### config.mk
export PLATFORM = sky130hd
export DESIGN_NAME = alu_cmd_sequencer_flat
export DESIGN_NICKNAME = d
export VERILOG_FILES = /design/src/rtl/alu_seq_pkg.sv /design/src/rtl/alu_cmd_sequencer_if.sv /design/src/rtl/alu_seq_regfile.sv /design/src/rtl/alu_cmd_sequencer.sv /design/src/flat_wrapper.sv
export SDC_FILE = /design/constraint.sdc
export NUM_CORES = 1
export LEC_CHECK = 0
export CORE_MARGIN = 8
export CORE_UTILIZATION = 45
export DETAILED_ROUTE_END_ITERATION = 10
export PLACE_DENSITY = 0.72
export SYNTH_ARGS = -nofsm -noshare
export SYNTH_HDL_FRONTEND = slang
export SYNTH_SLANG_ARGS = --single-unit
### constraint.sdc
create_clock -name CLK -period 1.83 [get_ports CLK]
set_input_delay 0.183 -clock CLK [delete_from_list [all_inputs] [get_ports CLK]]
set_output_delay 0.183 -clock CLK [all_outputs]
set_load 0.005 [all_outputs]
### src/rtl/alu_seq_pkg.sv
// Shared types and constants for the ALU command sequencer: FSM states,
// ALU unit selectors and the ALU_FUN opcode map of the downstream ALU.
package alu_seq_pkg;

    localparam int OP_WIDTH = 4;

    typedef enum logic [1:0] {
        IDLE = 2'd0,
        WAIT = 2'd1,
        RESP = 2'd2
    } seq_state_t;

    // Upper two opcode bits select which ALU unit produces the result.
    typedef enum logic [1:0] {
        UNIT_ARITH = 2'b00,
        UNIT_LOGIC = 2'b01,
        UNIT_CMP   = 2'b10,
        UNIT_SHIFT = 2'b11
    } alu_unit_t;

    localparam logic [OP_WIDTH-1:0] OP_ADD    = 4'b0000;
    localparam logic [OP_WIDTH-1:0] OP_SUB    = 4'b0001;
    localparam logic [OP_WIDTH-1:0] OP_MUL    = 4'b0010;
    localparam logic [OP_WIDTH-1:0] OP_DIV    = 4'b0011;
    localparam logic [OP_WIDTH-1:0] OP_AND    = 4'b0100;
    localparam logic [OP_WIDTH-1:0] OP_OR     = 4'b0101;
    localparam logic [OP_WIDTH-1:0] OP_NAND   = 4'b0110;
    localparam logic [OP_WIDTH-1:0] OP_NOR    = 4'b0111;
    localparam logic [OP_WIDTH-1:0] OP_NOP    = 4'b1000;
    localparam logic [OP_WIDTH-1:0] OP_CMP_EQ = 4'b1001;
    localparam logic [OP_WIDTH-1:0] OP_CMP_GT = 4'b1010;
    localparam logic [OP_WIDTH-1:0] OP_CMP_LT = 4'b1011;
    localparam logic [OP_WIDTH-1:0] OP_SHR_A  = 4'b1100;
    localparam logic [OP_WIDTH-1:0] OP_SHL_A  = 4'b1101;
    localparam logic [OP_WIDTH-1:0] OP_SHR_B  = 4'b1110;
    localparam logic [OP_WIDTH-1:0] OP_SHL_B  = 4'b1111;

    // Unit whose flag is expected to accompany the result of an opcode.
    function automatic alu_unit_t op_unit(input logic [OP_WIDTH-1:0] op);
        return alu_unit_t'(op[3:2]);
    endfunction

endpackage

### src/rtl/alu_cmd_sequencer_if.sv
// Host-facing bundle of the sequencer: command channel, host register
// write port and response channel. The host drives through master, the
// sequencer implements slave.
interface alu_cmd_sequencer_if
    import alu_seq_pkg::*;
#(
    parameter int WIDTH_IN_DATA        = 16,
    parameter int WIDTH_OUT_DATA_ARITH = 32,
    parameter int ADDR_WIDTH           = 3
);
    logic                            cmd_valid;
    logic                            cmd_ready;
    logic [OP_WIDTH-1:0]             cmd_op;
    logic [ADDR_WIDTH-1:0]           cmd_src_a;
    logic [ADDR_WIDTH-1:0]           cmd_src_b;
    logic [ADDR_WIDTH-1:0]           cmd_dst;
    logic                            cmd_wb_en;

    logic                            wr_en;
    logic [ADDR_WIDTH-1:0]           wr_addr;
    logic [WIDTH_IN_DATA-1:0]        wr_data;

    logic                            rsp_valid;
    logic                            rsp_ready;
    logic [WIDTH_OUT_DATA_ARITH-1:0] rsp_data;
    logic                            rsp_err;

    modport master (
        output cmd_valid, cmd_op, cmd_src_a, cmd_src_b, cmd_dst, cmd_wb_en,
        output wr_en, wr_addr, wr_data,
        output rsp_ready,
        input  cmd_ready, rsp_valid, rsp_data, rsp_err
    );

    modport slave (
        input  cmd_valid, cmd_op, cmd_src_a, cmd_src_b, cmd_dst, cmd_wb_en,
        input  wr_en, wr_addr, wr_data,
        input  rsp_ready,
        output cmd_ready, rsp_valid, rsp_data, rsp_err
    );
endinterface

### src/rtl/alu_seq_regfile.sv
// Small operand register file: flop array with two combinational read
// ports and two write ports. The result writeback port wins over the host
// port when both hit the same register on the same edge.
module alu_seq_regfile #(
    parameter int ADDR_WIDTH = 3,
    parameter int DATA_WIDTH = 16
) (
    input  logic                  clk,
    input  logic                  rst_n,
    input  logic [ADDR_WIDTH-1:0] rd_addr_a,
    input  logic [ADDR_WIDTH-1:0] rd_addr_b,
    output logic [DATA_WIDTH-1:0] rd_data_a,
    output logic [DATA_WIDTH-1:0] rd_data_b,
    input  logic                  wb_en,
    input  logic [ADDR_WIDTH-1:0] wb_addr,
    input  logic [DATA_WIDTH-1:0] wb_data,
    input  logic                  host_en,
    input  logic [ADDR_WIDTH-1:0] host_addr,
    input  logic [DATA_WIDTH-1:0] host_data
);
    localparam int DEPTH = 2 ** ADDR_WIDTH;

    logic [DATA_WIDTH-1:0] regs_reg [DEPTH];
    logic [DEPTH-1:0]      wb_hit;
    logic [DEPTH-1:0]      host_hit;

    genvar gi;
    generate
        for (gi = 0; gi < DEPTH; gi++) begin : g_row
            assign wb_hit[gi]   = wb_en   && (wb_addr   == ADDR_WIDTH'(gi));
            assign host_hit[gi] = host_en && (host_addr == ADDR_WIDTH'(gi));

            // Per-register update: writeback first, then host write.
            always_ff @(posedge clk or negedge rst_n) begin
                if (!rst_n) begin
                    regs_reg[gi] <= '0;
                end else if (wb_hit[gi]) begin
                    regs_reg[gi] <= wb_data;
                end else if (host_hit[gi]) begin
                    regs_reg[gi] <= host_data;
                end
            end
        end
    endgenerate

    // Reads return the pre-write contents of the current cycle.
    assign rd_data_a = regs_reg[rd_addr_a];
    assign rd_data_b = regs_reg[rd_addr_b];

endmodule

### src/rtl/alu_cmd_sequencer.sv
// Command front-end for ALU_TOP. Fetches operands from the local register
// file, presents them to the ALU, waits out the ALU latency, captures the
// result of the unit selected by the opcode, optionally writes it back and
// returns it on a valid/ready response channel.
module alu_cmd_sequencer
    import alu_seq_pkg::*;
#(
    parameter int WIDTH_IN_DATA        = 16,
    parameter int WIDTH_OUT_DATA_ARITH = 32,
    parameter int WIDTH_OUT_DATA_LOGIC = 16,
    parameter int WIDTH_OUT_DATA_CMP   = 16,
    parameter int WIDTH_OUT_DATA_SHIFT = 16,
    parameter int ADDR_WIDTH           = 3,
    parameter int ALU_LAT              = 1
) (
    input  logic                            CLK,
    input  logic                            RST,
    alu_cmd_sequencer_if.slave              bus,
    output logic [WIDTH_IN_DATA-1:0]        ALU_A,
    output logic [WIDTH_IN_DATA-1:0]        ALU_B,
    output logic [OP_WIDTH-1:0]             ALU_FUN,
    input  logic [WIDTH_OUT_DATA_ARITH-1:0] Arith_OUT,
    input  logic [WIDTH_OUT_DATA_LOGIC-1:0] Logic_OUT,
    input  logic [WIDTH_OUT_DATA_CMP-1:0]   CMP_OUT,
    input  logic [WIDTH_OUT_DATA_SHIFT-1:0] SHIFT_OUT,
    input  logic                            Arith_Flag,
    input  logic                            Logic_Flag,
    input  logic                            CMP_Flag,
    input  logic                            SHIFT_Flag
);
    // Counter only needs to hold ALU_LAT.
    localparam int CNT_W = (ALU_LAT < 2) ? 1 : $clog2(ALU_LAT + 1);

    seq_state_t                      state_reg;
    logic [CNT_W-1:0]                cnt_reg;
    logic [ADDR_WIDTH-1:0]           dst_reg;
    logic                            wb_en_reg;
    alu_unit_t                       unit_reg;
    logic                            rsp_valid_reg;
    logic [WIDTH_OUT_DATA_ARITH-1:0] rsp_data_reg;
    logic                            rsp_err_reg;

    logic [WIDTH_IN_DATA-1:0]        rd_data_a;
    logic [WIDTH_IN_DATA-1:0]        rd_data_b;
    logic                            cmd_accept;
    logic                            capture;
    logic                            capture_flag;
    logic [WIDTH_OUT_DATA_ARITH-1:0] capture_data;
    logic                            wb_fire;

    assign bus.cmd_ready = (state_reg == IDLE);
    assign bus.rsp_valid = rsp_valid_reg;
    assign bus.rsp_data  = rsp_data_reg;
    assign bus.rsp_err   = rsp_err_reg;

    assign cmd_accept = bus.cmd_valid && (state_reg == IDLE);
    assign capture    = (state_reg == WAIT) && (cnt_reg == '0);
    // A missing unit flag suppresses writeback; the response carries rsp_err.
    assign wb_fire    = capture && capture_flag && wb_en_reg;

    // Select the expected unit's result and flag; zero the data if the flag is absent.
    always_comb begin
        capture_flag = 1'b0;
        capture_data = '0;
        case (unit_reg)
            UNIT_ARITH: begin
                capture_flag = Arith_Flag;
                capture_data = Arith_OUT;
            end
            UNIT_LOGIC: begin
                capture_flag = Logic_Flag;
                capture_data = WIDTH_OUT_DATA_ARITH'(Logic_OUT);
            end
            UNIT_CMP: begin
                capture_flag = CMP_Flag;
                capture_data = WIDTH_OUT_DATA_ARITH'(CMP_OUT);
            end
            UNIT_SHIFT: begin
                capture_flag = SHIFT_Flag;
                capture_data = WIDTH_OUT_DATA_ARITH'(SHIFT_OUT);
            end
            default: begin
                capture_flag = 1'b0;
                capture_data = '0;
            end
        endcase
        if (!capture_flag) begin
            capture_data = '0;
        end
    end

    alu_seq_regfile #(
        .ADDR_WIDTH (ADDR_WIDTH),
        .DATA_WIDTH (WIDTH_IN_DATA)
    ) u_regfile (
        .clk       (CLK),
        .rst_n     (RST),
        .rd_addr_a (bus.cmd_src_a),
        .rd_addr_b (bus.cmd_src_b),
        .rd_data_a (rd_data_a),
        .rd_data_b (rd_data_b),
        .wb_en     (wb_fire),
        .wb_addr   (dst_reg),
        .wb_data   (capture_data[WIDTH_IN_DATA-1:0]),
        .host_en   (bus.wr_en),
        .host_addr (bus.wr_addr),
        .host_data (bus.wr_data)
    );

    // Sequencer FSM: accept command, wait ALU latency, capture, hold response.
    always_ff @(posedge CLK or negedge RST) begin
        if (!RST) begin
            state_reg     <= IDLE;
            cnt_reg       <= '0;
            dst_reg       <= '0;
            wb_en_reg     <= 1'b0;
            unit_reg      <= UNIT_ARITH;
            ALU_A         <= '0;
            ALU_B         <= '0;
            ALU_FUN       <= '0;
            rsp_valid_reg <= 1'b0;
            rsp_data_reg  <= '0;
            rsp_err_reg   <= 1'b0;
        end else begin
            case (state_reg)
                IDLE: begin
                    if (cmd_accept) begin
                        ALU_A     <= rd_data_a;
                        ALU_B     <= rd_data_b;
                        ALU_FUN   <= bus.cmd_op;
                        dst_reg   <= bus.cmd_dst;
                        wb_en_reg <= bus.cmd_wb_en;
                        unit_reg  <= op_unit(bus.cmd_op);
                        cnt_reg   <= CNT_W'(ALU_LAT);
                        state_reg <= WAIT;
                    end
                end
                WAIT: begin
                    // ALU inputs stay untouched until the next accept.
                    if (!capture) begin
                        cnt_reg <= cnt_reg - 1'b1;
                    end else begin
                        rsp_data_reg  <= capture_data;
                        rsp_err_reg   <= !capture_flag;
                        rsp_valid_reg <= 1'b1;
                        state_reg     <= RESP;
                    end
                end
                RESP: begin
                    if (bus.rsp_ready) begin
                        rsp_valid_reg <= 1'b0;
                        state_reg     <= IDLE;
                    end
                end
                default: begin
                    state_reg <= IDLE;
                end
            endcase
        end
    end

endmodule

### src/flat_wrapper.sv
// flat-port wrapper written by rule: the top's interface ports become plain ports
module alu_cmd_sequencer_flat import alu_seq_pkg::*;
#(
    parameter int WIDTH_IN_DATA        = 16,
    parameter int WIDTH_OUT_DATA_ARITH = 32,
    parameter int WIDTH_OUT_DATA_LOGIC = 16,
    parameter int WIDTH_OUT_DATA_CMP   = 16,
    parameter int WIDTH_OUT_DATA_SHIFT = 16,
    parameter int ADDR_WIDTH           = 3,
    parameter int ALU_LAT              = 1
)
  (CLK, RST, ALU_A, ALU_B, ALU_FUN, Arith_OUT, Logic_OUT, CMP_OUT, SHIFT_OUT, Arith_Flag, Logic_Flag, CMP_Flag, SHIFT_Flag, bus_cmd_valid, bus_cmd_op, bus_cmd_src_a, bus_cmd_src_b, bus_cmd_dst, bus_cmd_wb_en, bus_wr_en, bus_wr_addr, bus_wr_data, bus_rsp_ready, bus_cmd_ready, bus_rsp_valid, bus_rsp_data, bus_rsp_err);
  alu_cmd_sequencer_if #(.WIDTH_IN_DATA(WIDTH_IN_DATA), .WIDTH_OUT_DATA_ARITH(WIDTH_OUT_DATA_ARITH), .ADDR_WIDTH(ADDR_WIDTH)) bus_i ();
  input  logic CLK;
  input  logic RST;
  output logic [WIDTH_IN_DATA-1:0] ALU_A;
  output logic [WIDTH_IN_DATA-1:0] ALU_B;
  output logic [OP_WIDTH-1:0] ALU_FUN;
  input  logic [WIDTH_OUT_DATA_ARITH-1:0] Arith_OUT;
  input  logic [WIDTH_OUT_DATA_LOGIC-1:0] Logic_OUT;
  input  logic [WIDTH_OUT_DATA_CMP-1:0] CMP_OUT;
  input  logic [WIDTH_OUT_DATA_SHIFT-1:0] SHIFT_OUT;
  input  logic Arith_Flag;
  input  logic Logic_Flag;
  input  logic CMP_Flag;
  input  logic SHIFT_Flag;
  input wire logic [$bits(bus_i.cmd_valid)-1:0] bus_cmd_valid;
  input wire logic [$bits(bus_i.cmd_op)-1:0] bus_cmd_op;
  input wire logic [$bits(bus_i.cmd_src_a)-1:0] bus_cmd_src_a;
  input wire logic [$bits(bus_i.cmd_src_b)-1:0] bus_cmd_src_b;
  input wire logic [$bits(bus_i.cmd_dst)-1:0] bus_cmd_dst;
  input wire logic [$bits(bus_i.cmd_wb_en)-1:0] bus_cmd_wb_en;
  input wire logic [$bits(bus_i.wr_en)-1:0] bus_wr_en;
  input wire logic [$bits(bus_i.wr_addr)-1:0] bus_wr_addr;
  input wire logic [$bits(bus_i.wr_data)-1:0] bus_wr_data;
  input wire logic [$bits(bus_i.rsp_ready)-1:0] bus_rsp_ready;
  output wire logic [$bits(bus_i.cmd_ready)-1:0] bus_cmd_ready;
  output wire logic [$bits(bus_i.rsp_valid)-1:0] bus_rsp_valid;
  output wire logic [$bits(bus_i.rsp_data)-1:0] bus_rsp_data;
  output wire logic [$bits(bus_i.rsp_err)-1:0] bus_rsp_err;
  assign bus_i.cmd_valid = bus_cmd_valid;
  assign bus_i.cmd_op = bus_cmd_op;
  assign bus_i.cmd_src_a = bus_cmd_src_a;
  assign bus_i.cmd_src_b = bus_cmd_src_b;
  assign bus_i.cmd_dst = bus_cmd_dst;
  assign bus_i.cmd_wb_en = bus_cmd_wb_en;
  assign bus_i.wr_en = bus_wr_en;
  assign bus_i.wr_addr = bus_wr_addr;
  assign bus_i.wr_data = bus_wr_data;
  assign bus_i.rsp_ready = bus_rsp_ready;
  assign bus_cmd_ready = bus_i.cmd_ready;
  assign bus_rsp_valid = bus_i.rsp_valid;
  assign bus_rsp_data = bus_i.rsp_data;
  assign bus_rsp_err = bus_i.rsp_err;
  alu_cmd_sequencer #(.WIDTH_IN_DATA(WIDTH_IN_DATA), .WIDTH_OUT_DATA_ARITH(WIDTH_OUT_DATA_ARITH), .WIDTH_OUT_DATA_LOGIC(WIDTH_OUT_DATA_LOGIC), .WIDTH_OUT_DATA_CMP(WIDTH_OUT_DATA_CMP), .WIDTH_OUT_DATA_SHIFT(WIDTH_OUT_DATA_SHIFT), .ADDR_WIDTH(ADDR_WIDTH), .ALU_LAT(ALU_LAT)) u_core (.CLK(CLK), .RST(RST), .bus(bus_i), .ALU_A(ALU_A), .ALU_B(ALU_B), .ALU_FUN(ALU_FUN), .Arith_OUT(Arith_OUT), .Logic_OUT(Logic_OUT), .CMP_OUT(CMP_OUT), .SHIFT_OUT(SHIFT_OUT), .Arith_Flag(Arith_Flag), .Logic_Flag(Logic_Flag), .CMP_Flag(CMP_Flag), .SHIFT_Flag(SHIFT_Flag));
endmodule
# Word level (Yosys, flattened, before mapping)
# Cells that the tools add are included.
# totals
elab_cells	123
out_inout_bits	71
reg_bits	207
in_bits	122
# op_classes
reduce_logical	40
eq_ne	23
n_lt_le_gt_ge	2
bitwise_logic	3
muxes	35
add_sub_neg	1
# op_table
operator	count
two-way mux 16 bit	20
one-hot mux 32 bit (4 select lines)	1
binary-select mux 16 bit (select 3 bit)	2
two-way mux 32 bit	1
equality test 3 bit (second input constant)	8
logical AND 1 bit	20
nonzero test 2 bit	10
equality test 3 x 2 -> 1 bit (second input constant)	4
AND reduction 3 bit	3
>= comparator 4 bit (second input constant)	2
inverter 3 -> 4 bit	2
equality test 2 bit (second input constant)	3
equality test 3 x 1 -> 1 bit (second input constant)	2
zero test 3 bit	2
two-way mux 2 bit	3
one-hot mux 2 bit (3 select lines)	1
equality test 2 x 1 -> 1 bit (second input constant)	2
zero test 2 bit	2
two-way mux 1 bit	4
!= test 2 x 1 -> 1 bit (second input constant)	2
!= test 2 bit (second input constant)	2
one-hot mux 1 bit (2 select lines)	2
one-hot mux 1 bit (4 select lines)	1
AND reduction 2 bit	2
3 further kinds	3

# Longest topological paths before layout
# logic_depth
ltp_word	6
mapped_depth	7
ltp_nobuf	3

# Modules after synthesis
# A second synthesis with hierarchy kept.
# unflattened
hier_cells	989
area_unflattened_um2	11818.8
# modules_own_cells
module	cells_each	n_inst	seq_area_each_um2	area_each_um2
alu_seq_regfile	713	1	3203.1	8286.7
alu_cmd_sequencer	276	1	1926.8	3532.1

# Worst setup path after synthesis
# Ideal clock, no wire load.
# synth_timing
path_type	register to register
startpoint	register u_core.unit_reg[0]
endpoint	register u_core.u_regfile.regs_reg[117] in the netlist's numbering
required_ns	1.751
synth_period_minus_slack_ns	1.740
setup_time_ns	0.079
stages_incl_launch_ff	7
arrival_time_ns	1.660
path_buffers	3
slack_ns	0.090
cell_sequence	dfrtp_1 mux4_2 buf_4 nand4b_1 buf_4 buf_4 mux2i_1
# synth_between
elab_chain_cells	6
word_cells_on_any_way	12
classes_between	eq/ne (3); mux (4); reduce/logical (5)
# synth_rtl
element	line_no	text
from (decl)	alu_cmd_sequencer.sv:38	alu_unit_t unit_reg;
from (signal assigned)	alu_cmd_sequencer.sv:133	unit_reg <= op_unit(bus.cmd_op);
equality test 2 bit, or another cell as far along	alu_cmd_sequencer.sv:65	case (unit_reg)
one-hot mux 1 bit (4 select lines)	alu_cmd_sequencer.sv:65	
logical AND 1 bit (2 in series)	alu_cmd_sequencer.sv:59	assign wb_fire = capture && capture_flag && wb_en_reg;
logical AND 1 bit	alu_seq_regfile.sv:30	assign wb_hit[gi] = wb_en && (wb_addr == ADDR_WIDTH'(gi));
two-way mux 16 bit or nonzero test 2 bit (tied branches)	n/a	
to (signal, indexed assignment)	alu_seq_regfile.sv:38	regs_reg[gi] <= wb_data;
to (signal, indexed assignment)	alu_seq_regfile.sv:40	regs_reg[gi] <= host_data;
to (decl)	alu_seq_regfile.sv:23	logic [DATA_WIDTH-1:0] regs_reg [DEPTH];
# Several ways; a longest one is shown, not always the timed one.
# A chain may end at the register's enable or synchronous reset.

# Worst setup path in the final report
# layout_timing
startpoint	register u_core.ALU_FUN[3]
endpoint	output port ALU_FUN[3]
# layout_rtl
element	line_no	text
from (decl)	alu_cmd_sequencer.sv:21	output logic [OP_WIDTH-1:0] ALU_FUN,
from (signal assigned)	alu_cmd_sequencer.sv:130	ALU_FUN <= bus.cmd_op;
to (decl)	flat_wrapper.sv:18	output logic [OP_WIDTH-1:0] ALU_FUN;
# No word-level cell between the ends.

==> results.json <==
{
  "ant_nets": 0,
  "gp_congestion": 0.798,
  "netlist_instances": 967,
  "yosysWarnings": 0,
  "outcome": "finished, final reports clean",
  "drt_iter0_markers": 518,
  "die_area_um2": 31400,
  "seqCellArea_um2": 5130,
  "cts_tree": "built",
  "fin_cells": 1506,
  "crit_fanout": 12,
  "cts_root_buf": "clkbuf_16",
  "worstMarginPinSlew_ns": 0.887,
  "worst-endpoint-required_ns": 1.65,
  "io_pins": 193,
  "grt_pass1_vias": 9377,
  "cts_buffers": 24,
  "ys_ff_latch": 205,
  "wirelength_um": 36100,
  "hp-class": "in -> async",
  "max_freq_ghz": 0.569,
  "timing_worst_setup_path_type": "reg -> out",
  "syn2layout_area_growth_pct": 32.3,
  "worstPathArrival_ns": 1.57,
  "critical_path.startpoint_type": "flop",
  "num_rows": 59,
  "power_density_nw_per_um2": 1460,
  "relSlewSlack": 0.407,
  "grt_max_degree": 63,
  "start_util": 0.454,
  "postLayoutCoreUtil": 0.600,
  "whs_ns": 0.135,
  "synth-seq-area-share": 0.439,
  "htreeDepth": 1,
  "rsz0062_at_grt": "false",
  "period_share": 0.960,
  "vias_per_cell": 5.83,
  "antenna_cells": 0,
  "antenna_found_initial": 0,
  "io_buffers": 192,
  "end_kind": "output pin",
  "r2r-start": "u_core.unit_reg[0]$_DFFE_PN0P_",
  "ys_top_cells_by_area": "dfrtp_1, mux2i_1, mux2_2",
  "dp_hpwl_um": 24700,
  "cts_buffer_depth": 3,
  "maxCapViolCount": 0,
  "min_period_ns": 1.76,
  "path_clk_slew_ns": 0.06,
  "multiInputGateArea_um2": 6160,
  "synth.avg_cell_area_um2": 12.1,
  "dp_cells": 1461,
  "setup.worst_path.start": "u_core.ALU_FUN[3]$_DFFE_PN0P_",
  "fp.coreArea_um2": 25800,
  "vias": 8783,
  "slew_viol_final": 0,
  "synth_fp_nets": 1089,
  "synth_top_cell_by_area": "dfrtp_1",
  "grt.total_usage": 0.229,
  "drc_errors": 0,
  "gr-total-overflow": 0,
  "setup_viol_count_final": 0,
  "fin_skew_ns": 0.00703,
  "leakagePower_nw": 7.76,
  "clk_latency_ns": 0.52,
  "die_h_um": 177,
  "peakVddDrop_v": 0.000963,
  "grt_pass1_wl_um": 55800,
  "wl_per_cell_um": 24.0,
  "nets": 1278,
  "fill_cells": 2101,
  "dr.pass1.iters": 5,
  "synth.distinct_cells": 29,
  "numClockSinks": 205,
  "yosysTopAreaCellShare": 0.439,
  "die_x_um": 177,
  "final-hold-violation-count": 0,
  "largest_reg_flops": 128,
  "netlist_area_um2": 11700,
  "drive_above_1_share": 0.179,
  "fin_tns_setup_ns": 0
}
-- power by group --
part	switching, W	internal, W	leakage, nW
Combinational	0.00426	0.00499	4.84
Clock	0.00190	0.00313	0.415
Sequential	0.00162	0.00671	2.50
-- synthesized netlist by cell type, drive strengths merged --
| library cell | number |
|---|---|
| a21oi | 3 |
| a22o | 45 |
| and2 | 1 |
| buf | 61 |
| clkbuf | 33 |
| dfrtp | 205 |
| inv | 3 |
| mux2 | 89 |
| mux2i | 355 |
| mux4 | 1 |
| nand2 | 51 |
| nand2b | 3 |
| nand4 | 5 |
| nand4b | 7 |
| nor2 | 5 |
| nor2b | 5 |
| nor4b | 2 |
| nor4bb | 4 |
| o21ai | 3 |
| o22ai | 29 |
| o2bb2ai | 6 |
| o31ai | 49 |
| or3b | 2 |
-- critical path: stages (launching register included) --
cell and delay [ns]:
dfrtp_2 0.38, buf_12 0.15, clkdlybuf4s50_1 0.51
-- worst paths after layout --
check / slack (ns) / cells past startpoint / to
worst max-delay path: 0.07 / 2 / ALU_FUN[3]
worst min-delay path: 0.13 / 2 / u_core.u_regfile.regs_reg[8]$_DFFE_PN0P_
worst max register to register: 0.09 / 4 / u_core.u_regfile.regs_reg[60]$_DFFE_PN0P_
worst min register to register: 0.47 / 2 / u_core.ALU_A[5]$_DFFE_PN0P_
max in group asynchronous: 1.01 / 3 / u_core.u_regfile.regs_reg[3]$_DFFE_PN0P_
min in group CLK: 0.27 / 2 / u_core.bus.rsp_data[28]$_DFFE_PN0P_
-- routing by layer --
| metal | vias up | wire length (um) | GRT usage |
|---|---|---|---|
| met5 | - | 0 | 0 |
| met1 | 4399 | 15400 | 0.295 |
| met4 | 0 | 832 | 0.0630 |
| met2 | 325 | 17200 | 0.377 |
| li1 | 4005 | - | - |
| met3 | 54 | 2730 | 0.0559 |
-- cell usage in the layout (no fill, tap or decap), types with 5 or more instances in the layout --
cell type and count:
a22o_1 45, buf_12 39, buf_4 23, clkbuf_16 25, clkbuf_8 7, clkdlybuf4s50_1 187, dfrtp_1 203, mux2_2 88
mux2i_1 355, nand2_1 51, nand4b_1 7, nor2_1 5, nor2b_1 5, o22ai_1 29, o2bb2ai_1 6, o31ai_1 49
-- cell families (layout without fill, tap and decap cells) --
| group | Yosys count | after routing | synth area share |
|---|---|---|---|
| AO/OA/AOI/OAI | 135 | 135 | 0.0878 |
| buffers and inverters | 97 | 300 | 0.0409 |
| flip-flops | 205 | 205 | 0.439 |
| multiplexers | 445 | 446 | 0.392 |
| AND/OR/NAND/NOR | 85 | 85 | 0.0406 |
-- per-stage QoR --
stage	area [um2]	setup slack, ns	power [W]
floorplan	11700	0.0905	0.0135
global placement	14500	-0.122	0.0171
detailed placement	14500	-0.169	0.0174
CTS	15400	0.0221	0.0227
global route	15500	0.0151	0.0240
finish	15500	0.0740	0.0226
-- area by class of cell --
cell class,count,area share
multi-input cells,666,0.398
flip-flops and latches,205,0.332
repair buffers,256,0.188
clock buffers,32,0.0460
well taps,335,0.0271
clock inverters,9,0.00817
inverters,3,0.000728
-- repair_timing --
action,4_1_cts,5_1_grt
hold buffers,1,0
endpoints found under the setup margin,3,40
resized for setup,5,3
hold endpoints to repair,205,0
gates cloned,1,1
buffers inserted,1,0
(Power assumes the default switching activity.)
